<file path="src/rtl/i2s_tx_serializer.sv">
// Philips-I2S transmit back end: holds one AXI-Stream sample per channel and
// serialises it as SCLK/LRCLK/SDATA derived from the audio master clock.
module i2s_tx_serializer #(
  parameter int unsigned AUD_WIDTH             = 24,
  parameter int unsigned AXI_STREAM_DATA_WIDTH = 32,
  parameter int unsigned AXI_STREAM_TID_WIDTH  = 3,
  parameter int unsigned SCLK_DIV_WIDTH        = 8
) (
  input  logic                             aud_mclk,
  input  logic                             aud_mrst,
  input  logic                             ctrl_en,
  input  logic [SCLK_DIV_WIDTH-1:0]        sclk_div,
  input  logic [AXI_STREAM_DATA_WIDTH-1:0] s_axis_aud_tdata,
  input  logic [AXI_STREAM_TID_WIDTH-1:0]  s_axis_aud_tid,
  input  logic                             s_axis_aud_tvalid,
  output logic                             s_axis_aud_tready,
  output logic                             sclk_out,
  output logic                             lrclk_out,
  output logic                             sdata_out,
  output logic                             underflow,
  output logic                             chan_err
);

  typedef enum logic [0:0] {StIdle, StRun} state_e;

  localparam logic [SCLK_DIV_WIDTH-1:0] DivOne = SCLK_DIV_WIDTH'(1);

  state_e                        state_q, state_d;
  logic [SCLK_DIV_WIDTH-1:0]     div_q, div_d;
  logic [SCLK_DIV_WIDTH-1:0]     div_cnt_q, div_cnt_d;
  logic                          sclk_q, sclk_d;
  logic [5:0]                    bit_cnt_q, bit_cnt_d;
  logic                          lrclk_q, lrclk_d;
  logic                          sdata_q, sdata_d;
  logic [AUD_WIDTH-1:0]          shift_q, shift_d;
  logic [1:0][AUD_WIDTH-1:0]     hold_q, hold_d;
  logic [1:0]                    hold_valid_q, hold_valid_d;
  logic                          exp_ch_q, exp_ch_d;
  logic                          underflow_q, underflow_d;
  logic                          chan_err_q, chan_err_d;

  logic                          load;
  logic                          load_ch;
  logic [5:0]                    nxt_cnt;
  logic                          accept;
  logic [AUD_WIDTH-1:0]          beat_sample;

  logic unused_stream_bits;
  assign unused_stream_bits = ^{s_axis_aud_tdata[AXI_STREAM_DATA_WIDTH-1:AUD_WIDTH+4],
                                s_axis_aud_tdata[3:0],
                                s_axis_aud_tid[AXI_STREAM_TID_WIDTH-1:1]};

  assign beat_sample       = s_axis_aud_tdata[AUD_WIDTH+3:4];
  assign s_axis_aud_tready = (state_q == StRun) && ctrl_en && !hold_valid_q[exp_ch_q];
  assign accept            = s_axis_aud_tready && s_axis_aud_tvalid;

  always_comb begin
    state_d      = state_q;
    div_d        = div_q;
    div_cnt_d    = div_cnt_q;
    sclk_d       = sclk_q;
    bit_cnt_d    = bit_cnt_q;
    lrclk_d      = lrclk_q;
    sdata_d      = sdata_q;
    shift_d      = shift_q;
    hold_d       = hold_q;
    hold_valid_d = hold_valid_q;
    exp_ch_d     = exp_ch_q;
    underflow_d  = 1'b0;
    chan_err_d   = 1'b0;
    load         = 1'b0;
    load_ch      = 1'b0;
    nxt_cnt      = bit_cnt_q + 6'd1;

    unique case (state_q)
      StIdle: begin
        div_d        = (sclk_div == '0) ? DivOne : sclk_div;
        div_cnt_d    = '0;
        sclk_d       = 1'b0;
        bit_cnt_d    = '0;
        lrclk_d      = 1'b0;
        sdata_d      = 1'b0;
        shift_d      = '0;
        hold_valid_d = '0;
        exp_ch_d     = 1'b0;
        if (ctrl_en) begin
          state_d = StRun;
          load    = 1'b1;
        end
      end
      StRun: begin
        if (div_cnt_q == div_q - DivOne) begin
          div_cnt_d = '0;
          sclk_d    = ~sclk_q;
          // Falling SCLK edge advances the slot; a disable only takes effect at frame end.
          if (sclk_q) begin
            if (bit_cnt_q == 6'd63 && !ctrl_en) begin
              state_d      = StIdle;
              sclk_d       = 1'b0;
              bit_cnt_d    = '0;
              lrclk_d      = 1'b0;
              sdata_d      = 1'b0;
              hold_valid_d = '0;
              exp_ch_d     = 1'b0;
            end else begin
              bit_cnt_d = nxt_cnt;
              lrclk_d   = nxt_cnt[5];
              sdata_d   = 1'b0;
              if (nxt_cnt[4:0] == 5'd0) begin
                load    = 1'b1;
                load_ch = nxt_cnt[5];
              end else if (nxt_cnt[4:0] <= 5'(AUD_WIDTH)) begin
                sdata_d = shift_q[AUD_WIDTH-1];
                shift_d = {shift_q[AUD_WIDTH-2:0], 1'b0};
              end
            end
          end
        end else begin
          div_cnt_d = div_cnt_q + DivOne;
        end
      end
      default: state_d = StIdle;
    endcase

    // Load sees the pre-edge valid flag, so a beat accepted now waits a frame.
    if (load) begin
      shift_d               = hold_valid_q[load_ch] ? hold_q[load_ch] : '0;
      underflow_d           = !hold_valid_q[load_ch];
      hold_valid_d[load_ch] = 1'b0;
    end

    if (accept) begin
      if (s_axis_aud_tid[0] == exp_ch_q) begin
        hold_d[exp_ch_q]       = beat_sample;
        hold_valid_d[exp_ch_q] = 1'b1;
        exp_ch_d               = ~exp_ch_q;
      end else begin
        chan_err_d = 1'b1;
      end
    end
  end

  always_ff @(posedge aud_mclk) begin
    if (aud_mrst) begin
      state_q      <= StIdle;
      div_q        <= DivOne;
      div_cnt_q    <= '0;
      sclk_q       <= 1'b0;
      bit_cnt_q    <= '0;
      lrclk_q      <= 1'b0;
      sdata_q      <= 1'b0;
      shift_q      <= '0;
      hold_q       <= '0;
      hold_valid_q <= '0;
      exp_ch_q     <= 1'b0;
      underflow_q  <= 1'b0;
      chan_err_q   <= 1'b0;
    end else begin
      state_q      <= state_d;
      div_q        <= div_d;
      div_cnt_q    <= div_cnt_d;
      sclk_q       <= sclk_d;
      bit_cnt_q    <= bit_cnt_d;
      lrclk_q      <= lrclk_d;
      sdata_q      <= sdata_d;
      shift_q      <= shift_d;
      hold_q       <= hold_d;
      hold_valid_q <= hold_valid_d;
      exp_ch_q     <= exp_ch_d;
      underflow_q  <= underflow_d;
      chan_err_q   <= chan_err_d;
    end
  end

  assign sclk_out  = sclk_q;
  assign lrclk_out = lrclk_q;
  assign sdata_out = sdata_q;
  assign underflow = underflow_q;
  assign chan_err  = chan_err_q;

endmodule

</file>
<file path="config.mk">
export PLATFORM = sky130hd
export DESIGN_NAME = i2s_tx_serializer
export DESIGN_NICKNAME = d
export VERILOG_FILES = /design/src/rtl/i2s_tx_serializer.sv
export SDC_FILE = /design/constraint.sdc
export NUM_CORES = 1
export LEC_CHECK = 0
export ABC_CLOCK_PERIOD_IN_PS = 4400
export CORE_AREA = 2 2 106 108
export CTS_CLUSTER_SIZE = 10
export DETAILED_ROUTE_END_ITERATION = 7
export DIE_AREA = 0 0 108 110
export GPL_ROUTABILITY_DRIVEN = 0
export PLACE_DENSITY_LB_ADDON = 0.12
export SLEW_MARGIN = 20
export SYNTH_ARGS = -nofsm -noshare
export SYNTH_HDL_FRONTEND = slang
export SYNTH_SLANG_ARGS = --single-unit
</file>
<file path="constraint.sdc">
create_clock -name aud_mclk -period 4.4 [get_ports aud_mclk]
set_input_delay 0.88 -clock aud_mclk [delete_from_list [all_inputs] [get_ports aud_mclk]]
set_output_delay 0.88 -clock aud_mclk [all_outputs]
set_load 0.02 [all_outputs]
</file>
* After elaboration in Yosys (flattened, before gate mapping)
Cells that the tools add are included.
Storage, ports and cells: register bits 103, input port bits 47, output and inout bits 6, word-level logic and storage cells 127
Cells by class: add/subtract/negate cells 3, magnitude comparators 5, equality and inequality tests 10, mux-type cells 71, bitwise operators 8, reduce and logical (&&, ||, !) cells 16
Operators with widths (number):
- two-way mux 24 bit | 10
- bitwise mux 48 bit | 1
- case mux 24 bit (2 select lines) | 1
- two-way mux 1 bit | 36
- demux 24 bit (select 1 bit) | 1
- two-way mux 6 bit | 3
- two-way mux 8 bit | 2
- case mux 8 bit (2 select lines) | 1
- two-way mux 2 bit | 6
- case mux 1 bit (2 select lines) | 6
- case mux 6 bit (2 select lines) | 1
- inequality test 3 x 1 -> 1 bit, second input constant | 3
- adder 8 x 1 -> 8 bit, second input constant | 1
- == test 8 bit | 1
- logical NOT 8 bit | 1
- subtractor 8 x 1 -> 8 bit, second input constant | 1
- adder 6 x 1 -> 6 bit, second input constant | 1
- == test 6 bit, second input constant | 1
- logical AND 1 bit | 6
- inequality test 3 bit, second input constant | 2
- less-or-equal comparator 5 bit, second input constant | 1
- logical NOT 5 bit | 1
- NOT 1 bit | 5
- AND reduction 5 bit | 1
- other kinds (12) | 20

* Depth between registers and ports, before layout
Gate-level depths: netlist (run 1).
word-level depth 17, mapped depth 11, mapped depth without buffers 9

* Least setup slack after synthesis (run 1)
Ideal clock, no wire load.
path kind input-to-reg, start point input ctrl_en, end point register shift_q[17], arrival 2.594 ns, required time 4.311 ns, setup slack 1.718 ns, stages 8, cells stage by stage nor2b_1 -> o21ai_2 -> a31oi_2 -> or4_4 -> nor4_4 -> buf_6 -> a2bb2o_2 -> a311oi_2
On the way: longest elaborated chain between the ends 10, elaborated cells between the ends (all ways) 23, those cells by class eq/ne (5); mux (15); reduce/logical (3)
Ends and longest elaborated chain:
- start, declared | RTL line 11 | input logic ctrl_en,
- logical NOT 1 bit | RTL line 97 | if (bit_cnt_q == 6'd63 && !ctrl_en) begin
- logical AND 1 bit | RTL line 97
- two-way mux 1 bit | RTL line 97
- two-way mux 1 bit | RTL line 96 | if (sclk_q) begin
- two-way mux 1 bit | RTL line 92 | if (div_cnt_q == div_q - DivOne) begin
- two-way mux 1 bit | RTL line 75 | unique case (state_q)
- two-way mux 24 bit (not written as such) or two-way mux 1 bit (tied branches) (2 in a row) | RTL line 127 | shift_d = hold_valid_q[load_ch] ? hold_q[load_ch] : '0;
- two-way mux 24 bit | RTL line 127
- two-way mux 24 bit | RTL line 126 | if (load) begin
- end signal, assigned | RTL line 166 | shift_q <= shift_d;
- end, declared | RTL line 35 | logic [AUD_WIDTH-1:0] shift_q, shift_d;
Parallel ways exist; a longest one is shown, timed or not. The select of a mux whose other input is x is not followed. A chain may end at the register's enable or synchronous reset.

* Worst setup path after layout (run 1)
start point input ctrl_en, end point register shift_q[11]
Same word-level chain as after synthesis.

==> impl_metrics.json, run 1 <==
{
  "cts_resized": 0,
  "dp_cells": 757,
  "synth_area_leaders": "dfxtp_1 (39%), nand2_1 (9.3%), a21oi_1 (5.8%), a311oi_2 (5.2%), a2bb2o_2 (3.7%)",
  "clk_latency_ns": 0.38,
  "p_leak_nw": 1.84,
  "core_sq_mm": 0.0107,
  "grt_pass1_vias": 4281,
  "skew_ns": 0.00968,
  "dp_hpwl_microns": 7830,
  "synth_top_area_share": 0.390,
  "status": "finished, final reports clean",
  "grt_setup_unrepaired": "false",
  "antenna_left": 0,
  "cts_sinks": 102,
  "routed_via_density": 5.79,
  "wl_microns": 12700,
  "critical_path.top_delay_family": "compound AO/OA/AOI/OAI gates",
  "rows": 38,
  "endpoint_kind": "flop",
  "post-cts-setup-buffers": 0,
  "syn_avg_cell_area_sq_um": 8.49,
  "routedWlPerCell_microns": 16.5,
  "n_antenna_cell": 0,
  "final_layout_size_suffix_gt1_frac": 0.144,
  "yosysSeqAreaShare": 0.390,
  "yosys_warnings": 0,
  "crit_fanout": 24,
  "cts_root_buf": "clkbuf_8",
  "vias": 4478,
  "cp_num_buf_inv": 1,
  "synth-seq-cells": 102,
  "cp_data_arrival_time_ns": 3.48,
  "syn_inst": 616,
  "crit_slowest_cell": "or4_1",
  "synth_nets": 667,
  "fin_crit_sh": 0.743,
  "grt_max_degree": 87,
  "syn_area_sq_mm": 0.00523,
  "critPathKind": "in -> reg",
  "setup_viol": 0,
  "cts_hold_buf": 0,
  "htree_levels": 3,
  "cts_tree": "done",
  "r2r_cells": 11,
  "antenna_found_initial": 0,
  "synth_edf_count": 0,
  "totalPowerFinal_w": 0.00191,
  "port_buffers": 42,
  "dr.pass1.iters": 4,
  "cts.path.max_buffers": 2,
  "grt_usage": 0.223,
  "die_h_microns": 110,
  "synth_top_area_cell": "dfxtp_1",
  "reg2reg_slack_ns": 1.15,
  "synthFlopType": "dfxtp_1",
  "crit_chain": "clkdlybuf4s50_1 > nor2b_1 > o21ai_2 > a31oi_2 > or4_1 > o31ai_1 > a2bb2o_2 > a311oi_2",
  "worstSetupPathDepth": 8,
  "fin_cells": 773,
  "power_density_mw_per_mm2": 322,
  "dieArea_sq_mm": 0.0119,
  "die_w_microns": 108,
  "post-synth-top-count-cell": "nand2_1",
  "worstHoldPathType": "reg -> reg",
  "crit_end": "shift_q[11]",
  "cts_made_buffers": 9,
  "drv_slew": 0,
  "drc": 0,
  "crit_start": "ctrl_en",
  "finalHoldViolCount": 0,
  "ioPinCount": 53,
  "start_kind": "input pin",
  "drtIter0Drc": 246,
  "clk_pin_slew_ns": 0.09,
  "syn_to_final_growth_pct": 13.2,
  "grt_pass1_wl_microns": 21100,
  "grt-ovfl-total": 0,
  "reg2reg_from": "div_q[0]",
  "cap_violations": 0,
  "relSlewSlack": 0.301,
  "timing.critical_path.required_ns": 4.61,
  "initial_utilization": 0.489,
  "worst_ir_drop_vdd_v": 0.000203,
  "synthArstFlopShare": 0,
  "nNetsFinal": 679,
  "synth.top_cells.by_count": "nand2_1 (130), dfxtp_1 (102), a21oi_1 (61)",
  "max_freq_ghz": 0.306,
  "r2r_end": "shift_q[11]",
  "worst_slew_pin_slew_ns": 1.05,
  "finalCriticalPeriod_ns": 3.27,
  "fin_tns_setup_ns": 0,
  "slowest_delay_ns": 0.93,
  "synth.distinct_cells": 60
}
layer usage:
layer,vias to the layer above,share of wire,GRT usage
met5,-,0,0
met4,0,0.012,0.0815
met3,12,0.059,0.0359
met2,116,0.47,0.363
met1,2131,0.46,0.300
li1,2219,-,-
metrics by stage:
stage	hold slack, ns	utilization	setup slack [ns]	area, sq um
2_1_floorplan	0.437	-	1.72	5230
3_3_place_gp	0.443	0.531	0.856	5690
3_5_place_dp	0.447	0.531	0.809	5690
4_1_cts	0.460	0.554	1.14	5920
5_1_grt	0.483	0.554	0.894	5920
6_report	0.461	0.554	1.13	5920
flip-flops by register name (all words and copies together) (netlist names), 2 cells and up:
signal / cells
hold_q: 48
shift_q: 24
div_cnt_q: 8
div_q: 8
bit_cnt_q: 6
hold_valid_q: 2
how the worst min path moves through the flow:
stage | slack (ns) | to | start | depth (start not counted)
after global routing | 0.48 | hold_q[42] | hold_q[42] | 2
after floorplan | 0.44 | hold_q[0] | hold_q[0] | 2
final | 0.46 | hold_q[36] | hold_q[36] | 2
after CTS | 0.46 | hold_q[45] | hold_q[45] | 2
after detailed placement | 0.45 | hold_q[45] | hold_q[45] | 2
after global placement | 0.44 | hold_q[25] | hold_q[25] | 2
cell usage in the layout, fill, tap and decap left out, drive strengths merged, types with 2 or more instances in the layout:
master / n
nor4: 3
buf: 16
and4: 2
or3: 6
nor2b: 3
bufinv: 3
a31oi: 3
xor2: 7
o21bai: 2
or2: 2
and3: 4
nand3: 11
or4: 2
and2: 2
o21a: 2
nor2: 49
mux2i: 9
clkbuf: 10
nand4: 27
nor3: 10
xnor2: 14
nand2: 132
o21ai: 5
inv: 10
a311oi: 22
a21oi: 61
clkinv: 2
o31ai: 27
nand2b: 2
dfxtp: 102
a211oi: 3
clkdlybuf4s50: 41
ha: 4
a2bb2o: 24
mux2: 2
logic make-up (layout without fill, tap and decap cells):
kind of cell,count (synthesis),in the layout,share of synthesized area
XOR/XNOR,21,21,0.0380
buffers and inverters,65,82,0.0567
AND/OR/NAND/NOR,256,256,0.237
AO/OA/AOI/OAI,157,157,0.246
flip-flops,102,102,0.390
multiplexers,11,11,0.0222
adder cells (fa/ha/maj),4,4,0.00957
where the power goes:
| part | leakage, nW | internal, W | switching, W |
|---|---|---|---|
| Combinational | 0.895 | 0.0000923 | 0.000133 |
| Sequential | 0.828 | 0.000948 | 0.0000203 |
| Clock | 0.121 | 0.000378 | 0.000333 |
cell type report:
class,instances,area (sq um)
clock buffer,10,128
multi-input combinational,449,2910
fill,1041,4780
inverter,9,33.8
tap,140,175
clock inverter,6,109
sequential,102,2040
timing repair buffer,57,528
tightest hold or removal path: cells and delay by family (launching register included):
family             cells  cell delay (ns)
DFF                    1             0.32
AOI/OAI and AO/OA      1             0.05
and+or+nand+nor        1             0.05
Power figures use the tool's default switching activity.
==> run 2, diff against run 1 <==
ABC_CLOCK_PERIOD_IN_PS = 3400   (was 4400)
clock period = 3.4 ns   (was 4.4 ns; I/O delays follow)
==> run 2 against run 1 <==
Clock skew is 0.0047 ns higher. Setup slack worse by 0.67 ns. Combinational power is 29% higher.
==> impl_metrics.json, run 2 (synthesized netlist as in run 1, its figures left out) <==
{
  "syn_to_final_growth_pct": 13.4,
  "clk_pin_slew_ns": 0.10,
  "skew_ns": 0.0144,
  "dp_hpwl_microns": 7900,
  "drc": 0,
  "grt_pass1_wl_microns": 21400,
  "reg2reg_from": "div_q[0]",
  "initial_utilization": 0.489,
  "finalCriticalPeriod_ns": 2.94,
  "nNetsFinal": 681,
  "antenna_left": 0,
  "ioPinCount": 53,
  "fin_tns_setup_ns": 0,
  "relSlewSlack": 0.246,
  "htree_levels": 3,
  "cts_root_buf": "clkbuf_8",
  "core_sq_mm": 0.0107,
  "finalHoldViolCount": 0,
  "crit_start": "div_q[0]",
  "crit_slowest_cell": "and4_1",
  "cts_made_buffers": 9,
  "cap_violations": 0,
  "power_density_mw_per_mm2": 397,
  "grt_max_degree": 87,
  "p_leak_nw": 1.83,
  "min_from": "hold_q[3]",
  "layout_commonest_cell": "nand2_1",
  "vias": 4425,
  "largest_register_ffs": 48,
  "setup_viol": 0,
  "cts.path.max_buffers": 2,
  "worstHoldPathType": "reg -> reg",
  "multiInputGateArea_sq_mm": 0.00291,
  "routed_via_density": 5.71,
  "port_buffers": 42,
  "largest-register": "hold_q",
  "worst_slew_pin_slew_ns": 1.13,
  "reg2reg_slack_ns": 0.46,
  "post-cts-setup-buffers": 0,
  "cts_resized": 0,
  "fillers": 1007,
  "cp_data_arrival_time_ns": 3.26,
  "n_antenna_cell": 0,
  "layout_common_cells": "nand2_1 (130), dfxtp_1 (102), a21oi_1 (61)",
  "start_kind": "flop",
  "timing.critical_path.required_ns": 3.72,
  "top_regs": "hold_q x48, shift_q x24",
  "die_w_microns": 108,
  "crit_chain": "inv_1 > ha_1 > and2_1 > o21a_1 > o31ai_4 > and4_1 > nand2_1 > or3_1 > a21oi_1",
  "endpoint_kind": "flop",
  "cts_tree": "done",
  "rows": 38,
  "slowest_delay_ns": 0.50,
  "crit_fanout": 11,
  "totalPowerFinal_w": 0.00236,
  "cts_sinks": 102,
  "wl_microns": 13000,
  "antenna_found_initial": 0,
  "register_area_sq_mm": 0.00204,
  "final_layout_size_suffix_gt1_frac": 0.148,
  "cts_hold_buf": 0,
  "worst_ir_drop_vdd_v": 0.000395,
  "grt_setup_unrepaired": "false",
  "critPathKind": "reg -> reg",
  "max_freq_ghz": 0.341,
  "clk_latency_ns": 0.39,
  "drtIter0Drc": 273,
  "grt_pass1_vias": 4315,
  "status": "finished, final reports clean",
  "fin_crit_sh": 0.864,
  "routedWlPerCell_microns": 16.8,
  "dr.pass1.iters": 5,
  "drv_slew": 0,
  "die_h_microns": 110,
  "grt_usage": 0.229,
  "grt-ovfl-total": 0,
  "dieArea_sq_mm": 0.0119
}
## run 2: worst paths after layout
kind | to | cells past startpoint
setup reg to reg | sdata_out | 9
hold reg to reg | hold_q[3] | 2
setup / recovery | sdata_out | 9
hold / removal | hold_q[3] | 2
## run 2: cell type report
type / count / area share
inverter: 9 / 0.00570
timing repair buffer: 59 / 0.0958
multi-input combinational: 449 / 0.490
tap: 140 / 0.0295
clock inverter: 7 / 0.0137
sequential: 102 / 0.344
clock buffer: 9 / 0.0209
## run 2: metrics by stage
| stage | hold slack, ns | cells | worst slack (ns) | utilization | instance area [sq um] |
|---|---|---|---|---|---|
| 2_1_floorplan | 0.437 | 616 | 0.840 | - | 5230 |
| 3_3_place_gp | 0.442 | 759 | 0.227 | 0.535 | 5730 |
| 3_5_place_dp | 0.447 | 759 | 0.164 | 0.535 | 5730 |
| 4_1_cts | 0.463 | 775 | 0.453 | 0.554 | 5930 |
| 5_1_grt | 0.483 | 775 | 0.208 | 0.554 | 5930 |
| 6_report | 0.462 | 775 | 0.463 | 0.554 | 5930 |
## run 2: power by group
| part | internal, W | leakage (nW) | switching (W) |
|---|---|---|---|
| Combinational | 0.000117 | 0.911 | 0.000175 |
| Sequential | 0.00123 | 0.828 | 0.0000257 |
| Clock | 0.000349 | 0.0940 | 0.000461 |
| Total | 0.00169 | 1.83 | 0.000662 |
## run 2: layer usage
layer / share of wire / global-route usage / vias up
met3: 0.048 / 0.0541 / 12
met2: 0.47 / 0.394 / 102
met1: 0.47 / 0.293 / 2099
met5: 0 / 0 / -
li1: - / - / 2212
met4: 0.011 / 0.0522 / 0
## run 2: critical path: cells and delay by family (launching register included)
kind / cells / cell delay, ns
AND/OR/NAND/NOR: 4 / 1.46
AO/OA/AOI/OAI: 3 / 0.67
flip-flops: 1 / 0.43
adder cells (fa/ha/maj): 1 / 0.24
buffers and inverters: 1 / 0.06
